$ cat src/rtl/y_seq_arith_pkg.sv
// Shared op codes and FSM state encoding for the sequential arithmetic unit.
package y_arith_pkg;

   localparam logic [1:0] OP_ADD = 2'b00;
   localparam logic [1:0] OP_SUB = 2'b01;
   localparam logic [1:0] OP_MUL = 2'b10;
   localparam logic [1:0] OP_SLT = 2'b11;

   typedef enum logic [1:0] {
      ST_IDLE = 2'd0,
      ST_BUSY = 2'd1,
      ST_DONE = 2'd2
   } state_t;

endpackage

$ cat src/rtl/y_seq_arith_add_sub.sv
// Combinational WIDTH-bit adder/subtractor: sum = a + (sub ? ~b + 1 : b),
// with carry-out and signed overflow of the effective addition.
module y_add_sub #(
   parameter int WIDTH = 32
) (
   input  logic [WIDTH-1:0] i_a,
   input  logic [WIDTH-1:0] i_b,
   input  logic             i_sub,
   output logic [WIDTH-1:0] o_sum,
   output logic             o_cout,
   output logic             o_ovf
);

   logic [WIDTH-1:0] w_b_eff;

   assign w_b_eff         = i_sub ? ~i_b : i_b;
   assign {o_cout, o_sum} = {1'b0, i_a} + {1'b0, w_b_eff} + {{WIDTH{1'b0}}, i_sub};
   assign o_ovf           = (i_a[WIDTH-1] == w_b_eff[WIDTH-1]) && (o_sum[WIDTH-1] != i_a[WIDTH-1]);

endmodule

$ cat src/rtl/y_seq_arith.sv
// Handshaked multi-cycle ADD/SUB/SLT/MUL unit. The radix-2 shift-add multiplier
// is built only when Y_SEQ_ARITH_MUL_EN is defined; otherwise MUL reports err.
module y_seq_arith
   import y_arith_pkg::*;
#(
   parameter int WIDTH = 32
) (
   input  logic             clk,
   input  logic             rst_n,
   input  logic             in_valid,
   output logic             in_ready,
   input  logic [1:0]       op,
   input  logic [WIDTH-1:0] a,
   input  logic [WIDTH-1:0] b,
   output logic             out_valid,
   input  logic             out_ready,
   output logic [WIDTH-1:0] z,
   output logic [WIDTH-1:0] z_hi,
   output logic             cout,
   output logic             ovf,
   output logic             zero,
   output logic             err
);

   localparam int CNT_W = $clog2(WIDTH + 1);

   state_t           r_state;
   state_t           w_state_next;
   logic [WIDTH-1:0] r_z;
   logic [WIDTH-1:0] r_z_hi;
   logic             r_cout;
   logic             r_ovf;
   logic             r_zero;
   logic             r_err;

   logic             w_accept;
   logic             w_is_sub;
   logic [WIDTH-1:0] w_alu_sum;
   logic             w_alu_cout;
   logic             w_alu_ovf;
   logic             w_slt;

   assign w_accept = in_valid && in_ready;
   assign w_is_sub = (op == OP_SUB) || (op == OP_SLT);
   // Signed less-than: sign of a-b corrected by overflow.
   assign w_slt    = w_alu_sum[WIDTH-1] ^ w_alu_ovf;

   y_add_sub #(.WIDTH(WIDTH)) u_alu (
      .i_a    (a),
      .i_b    (b),
      .i_sub  (w_is_sub),
      .o_sum  (w_alu_sum),
      .o_cout (w_alu_cout),
      .o_ovf  (w_alu_ovf)
   );

`ifdef Y_SEQ_ARITH_MUL_EN
   logic [2*WIDTH-1:0] r_prod;
   logic [WIDTH-1:0]   r_mcand;
   logic [CNT_W-1:0]   r_cnt;
   logic [WIDTH-1:0]   w_addend;
   logic [WIDTH-1:0]   w_mac_sum;
   logic               w_mac_cout;
   logic               w_mac_ovf_unused;
   logic [2*WIDTH-1:0] w_prod_step;

   assign w_addend    = r_prod[0] ? r_mcand : '0;
   // Accumulate into the high half, then shift {carry, product} right by one.
   assign w_prod_step = {w_mac_cout, w_mac_sum, r_prod[WIDTH-1:1]};

   y_add_sub #(.WIDTH(WIDTH)) u_mac (
      .i_a    (r_prod[2*WIDTH-1:WIDTH]),
      .i_b    (w_addend),
      .i_sub  (1'b0),
      .o_sum  (w_mac_sum),
      .o_cout (w_mac_cout),
      .o_ovf  (w_mac_ovf_unused)
   );
`endif

   always_ff @(posedge clk or negedge rst_n) begin
      if (!rst_n) begin
         r_state <= ST_IDLE;
      end else begin
         r_state <= w_state_next;
      end
   end

   always_comb begin
      w_state_next = r_state;
      case (r_state)
         ST_IDLE: begin
            if (w_accept) begin
`ifdef Y_SEQ_ARITH_MUL_EN
               w_state_next = (op == OP_MUL) ? ST_BUSY : ST_DONE;
`else
               w_state_next = ST_DONE;
`endif
            end
         end
`ifdef Y_SEQ_ARITH_MUL_EN
         ST_BUSY: if (r_cnt == CNT_W'(1)) w_state_next = ST_DONE;
`endif
         ST_DONE: if (out_ready) w_state_next = ST_IDLE;
         default: w_state_next = ST_IDLE;
      endcase
   end

   always_comb begin
      in_ready  = (r_state == ST_IDLE);
      out_valid = (r_state == ST_DONE);
   end

   // Result registers only change on accept or on the last multiply step,
   // so they stay stable through DONE and after the handoff.
   always_ff @(posedge clk or negedge rst_n) begin
      if (!rst_n) begin
         r_z    <= '0;
         r_z_hi <= '0;
         r_cout <= 1'b0;
         r_ovf  <= 1'b0;
         r_zero <= 1'b0;
         r_err  <= 1'b0;
`ifdef Y_SEQ_ARITH_MUL_EN
         r_prod  <= '0;
         r_mcand <= '0;
         r_cnt   <= '0;
`endif
      end else if (w_accept) begin
         r_err  <= 1'b0;
         r_z_hi <= '0;
         case (op)
            OP_ADD, OP_SUB: begin
               r_z    <= w_alu_sum;
               r_cout <= w_alu_cout;
               r_ovf  <= w_alu_ovf;
               r_zero <= (w_alu_sum == '0);
            end
            OP_SLT: begin
               r_z    <= {{(WIDTH-1){1'b0}}, w_slt};
               r_cout <= 1'b0;
               r_ovf  <= 1'b0;
               r_zero <= ~w_slt;
            end
            default: begin
`ifdef Y_SEQ_ARITH_MUL_EN
               r_prod  <= {{WIDTH{1'b0}}, b};
               r_mcand <= a;
               r_cnt   <= CNT_W'(WIDTH);
`else
               r_z    <= '0;
               r_cout <= 1'b0;
               r_ovf  <= 1'b0;
               r_zero <= 1'b1;
               r_err  <= 1'b1;
`endif
            end
         endcase
`ifdef Y_SEQ_ARITH_MUL_EN
      end else if (r_state == ST_BUSY) begin
         r_prod <= w_prod_step;
         r_cnt  <= r_cnt - CNT_W'(1);
         if (r_cnt == CNT_W'(1)) begin
            r_z    <= w_prod_step[WIDTH-1:0];
            r_z_hi <= w_prod_step[2*WIDTH-1:WIDTH];
            r_cout <= 1'b0;
            r_ovf  <= 1'b0;
            r_zero <= (w_prod_step[WIDTH-1:0] == '0);
         end
`endif
      end
   end

   assign z    = r_z;
   assign z_hi = r_z_hi;
   assign cout = r_cout;
   assign ovf  = r_ovf;
   assign zero = r_zero;
   assign err  = r_err;

endmodule

$ cat config.mk
export PLATFORM = sky130hd
export DESIGN_NAME = y_seq_arith
export DESIGN_NICKNAME = d
export VERILOG_FILES = /design/src/rtl/y_seq_arith_pkg.sv /design/src/rtl/y_seq_arith_add_sub.sv /design/src/rtl/y_seq_arith.sv
export SDC_FILE = /design/constraint.sdc
export NUM_CORES = 1
export LEC_CHECK = 0
export ABC_CLOCK_PERIOD_IN_PS = 3500
export CAP_MARGIN = 15
export CORE_MARGIN = 2
export CORE_UTILIZATION = 45
export DETAILED_ROUTE_END_ITERATION = 7
export HOLD_SLACK_MARGIN = 0.06
export PLACE_DENSITY = 0.81
export SYNTH_ARGS = -nofsm -noshare
export SYNTH_HDL_FRONTEND = slang
export SYNTH_SLANG_ARGS = --single-unit
$ cat constraint.sdc
create_clock -name clk -period 3.5 [get_ports clk]
set_clock_uncertainty 0.2 [all_clocks]
set_input_delay 0.35 -clock clk [delete_from_list [all_inputs] [get_ports clk]]
set_output_delay 0.35 -clock clk [all_outputs]
set_load 0.02 [all_outputs]
# After elaboration in Yosys (flattened, before gate mapping)
# Cells that the tools add are included.
# word_totals
reg_bits	38
inputBits	70
out_inout_bits	70
elab_cells	36
# op_classes
add_sub_neg	2
n_eq_ne	7
n_mux	9
bitwise	3
n_reduce_logical	9
# op_table
operator	count
$pmux 32 s2	1
$add 32x32->33	1
$add 33x1->33	1
$logic_not 32->1	1
$mux 32	1
$not 32->32	1
$eq 2x2->1 const B	2
$logic_not 2->1	2
$mux 2	2
$ne 2x1->1 const B	2
$pmux 2 s2	1
$mux 1	3
$reduce_or 3->1	1
$eq 2x1->1 const B	1
$logic_and 1x1->1	2
$pmux 1 s2	1
$reduce_and 2->1	1
$reduce_or 2->1	1
$eq 1x1->1	1
$logic_or 1x1->1	1
$ne 1x1->1	1
$not 1->1	1
$xor 1x1->1	1

# Depth between registers and ports, before layout
# depth
word_depth	10
depth_mapped	22
ltp_nobuf	19

# Modules after synthesis
# Synthesis repeated with hierarchy kept, for this count alone.
# hier_totals
hier_cells	477
hier_area_um2	3868.7
# by_module_without_submodules
mod	n_inst	cells_per_inst	area_per_inst_um2	seq_area_each_um2
y_add_sub	1	272	2068.2	0.0
y_seq_arith	1	205	1800.5	925.9

# Least setup slack after synthesis
# OpenSTA, ideal clock, no wires.
# synth_path
path_kind	input to register
start	input port op[0]
end	register r_zero, in the netlist zero
setup_time_ns	0.092
t_arrival_ns	5.300
t_required_ns	3.208
path_slack_ns	-2.092
cell_stages	22
n_path_buf	3
path_cell_list	clkbuf_1 clkbuf_1 xor2_1 ha_1 buf_6 a21o_1 a21o_1 a221oi_2 a211oi_2 o21a_1 o41ai_1 nand2b_1 a21oi_1 fa_1 nand4_1 nor4_1 o2111ai_1 nor4_2 nand4b_1 or4_2 or4_1 o31ai_2
# synth_between
elab_chain_len	10
elab_cells_between_ends	15
cone_classes	add/sub: 2; eq/ne: 4; mux: 2; bitwise: 2; reduce/logical: 5
# synth_rtl
element	line_no	text
from (decl)	y_seq_arith.sv:12	input logic [1:0] op,
$eq 2x1->1 / $eq 2x2->1 (equally long branches)	y_seq_arith.sv:44, y_seq_arith.sv:132	
$logic_or 1x1->1	y_seq_arith.sv:44	assign w_is_sub = (op == OP_SUB) || (op == OP_SLT);
$mux 32	y_seq_arith_add_sub.sv:16	assign w_b_eff = i_sub ? ~i_b : i_b;
$add 32x32->33	y_seq_arith_add_sub.sv:17	assign {o_cout, o_sum} = {1'b0, i_a} + {1'b0, w_b_eff} + {{WIDTH{1'b0}}, i_sub};
$add 33x1->33	y_seq_arith_add_sub.sv:17	
$ne 1x1->1	y_seq_arith_add_sub.sv:18	assign o_ovf = (i_a[WIDTH-1] == w_b_eff[WIDTH-1]) && (o_sum[WIDTH-1] != i_a[WIDTH-1]);
$logic_and 1x1->1	y_seq_arith_add_sub.sv:18	
$xor 1x1->1	y_seq_arith.sv:46	assign w_slt = w_alu_sum[WIDTH-1] ^ w_alu_ovf;
$not 1->1	y_seq_arith.sv:143	r_zero <= ~w_slt;
$pmux 1 s2 *	y_seq_arith.sv:132	case (op)
to (signal assigned)	y_seq_arith.sv:137	r_zero <= (w_alu_sum == '0);
to (signal assigned)	y_seq_arith.sv:143	
to (decl)	y_seq_arith.sv:33	logic r_zero;
# Mark *: on every way between the ends. The rest lies on a longest branch, timed or not.
# A chain may end at the register's enable or synchronous reset.

# Worst setup path after layout
# Same ends and word-level chain as after synthesis.

==> results.md <==
* RSZ-0062 raised after global routing: true
* Worst Hold Class: flip-flop to flip-flop
* Initial antenna violation count at 0
* Arrival @ worst endpoint at 5120 ps
* RR Endpoint: zero
* H-tree depth at 2
* Maximum vdd drop at 0.172 mV
* Fmax at 196 MHz
* Synth async-reset ratio at 1.00
* Vias per cell at 5.74
* Setup TNS at -2440 ps
* R2r startpoint: r_state[1]
* Final Setup Violations at 3
* Cell Area, Synth at 3760 µm²
* Hold Path Depth at 2
* DR WL/cell at 18.1 µm
* Yosys cell types at 62
* Post-synth top area share at 0.246
* Maxcap violations at 0
* Detail Route Antenna Nets at 0
* Flops & latches, synth at 37
* Violated checks: setup timing
* Seq/Total Area, Yosys at 0.246
* Kind of critical path: input port to flip-flop
* Worst R2R Setup Slack at 420 ps
* Count of final hold-check violations at 0
* Cells after Synth at 429
* Clk_lat worst skew at 300 ps
* Slew Viols, Final at 0
* Die ar. at 9110 µm²
* Cell Rows at 33
* Hold_ws at 294 ps
* Vias at 4505
* Worst slew margin at 0.448
* CTS tree: yes
* Status: complete, but fails checks
* Power density cells at 428 nW/µm²
* Leak Pwr at 2.96 nW
* IO Port Bufs at 107
* Setup crit end kind: flip-flop
* First-pass GRT wire length at 20.7 mm
* Clk slew on worst S/H paths at 80 ps
* Core Area at 8180 µm²
* EDFF count, synth at 0
* Hold path startpoint: cout
* Vias in the first global route at 4504
* PnR worst setup slack at -1600 ps
* Layout area overhead at 67.9%
* Fin crit period at 5100 ps
* Most frequent cell after synthesis: xor2_1
* Most common flop cell mapped by yosys: dfrtp_1
* Diode count at 0
* Final #Nets at 783
* HPWL after DPL at 9.56 mm
* Cell taking the most area after synthesis: dfrtp_1
* Avg Cell Area, Syn at 8.77 µm²
* Root buf cell: clkbuf_8
* First DRT Iteration DRCs at 332
* Cell depth of the worst flop-to-flop path at 10
* Crit path required time at 3520 ps
* Clk sink count at 37
* Synth area leaders: dfrtp_1 (25%), xor2_1 (11%), ha_1 (11%)
* Hold EP: cout
* Longest Clk Path Bufs at 2
* Inserted Clock Buffers at 5
* Worst setup SP type: input port
* Fin crit share at 1.46
* # DRC at 0
* Chip Width at 95.5 µm
* All-Layer GR Usage at 0.290
* Starting Density at 0.460
* YS warnings at 0
* Top Ports at 140
* Gpl congestion at 0.918
* Gr ovfl total at 0
* First drt pass iteration count at 5
* Worst-Margin Slew at 828 ps
* CP max FO at 7
* Largest net degree at the start of global routing at 43
* Final WL at 14.2 mm
* Die H at 95.5 µm
* Synth cell count leaders: xor2_1 (47), nand2_1 (38), dfrtp_1 (37)
* Fraction of layout cells with a size suffix above 1 at 0.313
cell families (layout without fill, tap and decap cells):
kind of cell / count (synthesis) / in the layout / synth area share
flops: 37 / 37 / 0.246
buf+inv: 55 / 275 / 0.0944
mux: 4 / 4 / 0.0140
other cells: 1 / 32 / 0.000996
fa+ha+maj: 34 / 34 / 0.117
simple gates: 105 / 105 / 0.135
xor+xnor: 62 / 62 / 0.144
compound gates: 131 / 131 / 0.249
metal layers:
metal  routed length [µm]  track usage  vias to the layer above
met3                 1260       0.0522                       85
met2                 7040        0.522                      318
li1                     -            -                     1984
met4                  812        0.163                        0
met5                    0            0                        -
met1                 5130        0.319                     2118
worst max-delay path by stage:
stage / from / endpoint / depth (start not counted)
CTS: op[0] / zero / 21
detailed placement: b[2] / zero / 20
global placement: b[2] / zero / 20
finish: op[0] / zero / 21
global route: b[21] / zero / 19
floorplan: op[0] / zero / 21
registers in the layout (all words and copies together) (netlist names):
| signal | count |
|---|---|
| cout | 1 |
| err | 1 |
| ovf | 1 |
| r_state | 1 |
| z | 32 |
| zero | 1 |
what timing repair did:
item                                    4_1_cts  5_1_grt
gates resized for setup                      41       31
endpoints found under the setup margin        6       15
buffers inserted                             27        9
hold endpoints to repair                     37        0
hold buffers                                  1        0
pin swaps                                    44       21
area by class of cell:
cell class | instances | area [µm²]
clock inverters | 2 | 15.0
well taps | 105 | 131
multi-input cells | 368 | 2880
clock buffers | 6 | 72.6
inverters | 7 | 26.3
repair buffers | 260 | 2270
fillers | 488 | 1860
flip-flops and latches | 37 | 926
through the flow:
stage / util / cells / setup slack (ps) / total power [mW] / instance area (µm²)
CTS: 0.749 / 784 / -1410 / 2.56 / 6120
detailed placement: 0.699 / 748 / -2100 / 2.16 / 5720
finish: 0.773 / 785 / -1600 / 2.71 / 6320
floorplan: - / 460 / -1600 / 1.42 / 3980
global route: 0.773 / 785 / -1790 / 2.85 / 6320
global placement: 0.699 / 748 / -1930 / 2.10 / 5720
worst max-delay path, stage by stage:
cell,delay (ps)
buf_12,120
buf_4,130
xor2_1,160
ha_1,370
buf_6,150
a21o_1,210
a221oi_4,330
a211oi_2,140
o21a_1,240
o41ai_2,380
nand2b_1,130
a21oi_2,170
fa_2,260
nand4_1,150
nor4_4,210
o2111ai_2,160
nor4_2,170
nand4b_1,130
or4_4,480
or4_4,490
o31ai_2,180
cells in the final DEF, fill, tap and decap left out, drive strengths merged, types with 20 or more instances in the layout:
master and count:
xor2 47, nand2 38, buf 155, dfrtp 37, o21ai 25, a21oi 31
nor2 30, a22o 20, conb 32, clkdlybuf4s50 91, ha 32
power by group:
group | internal, mW | total (mW) | leakage, nW | switching [mW]
Combinational | 0.891 | 1.78 | 2.44 | 0.891
Clock | 0.140 | 0.310 | 0.0374 | 0.169
Sequential | 0.532 | 0.614 | 0.481 | 0.0816
Total | 1.56 | 2.71 | 2.96 | 1.14
(Power assumes the default switching activity.)
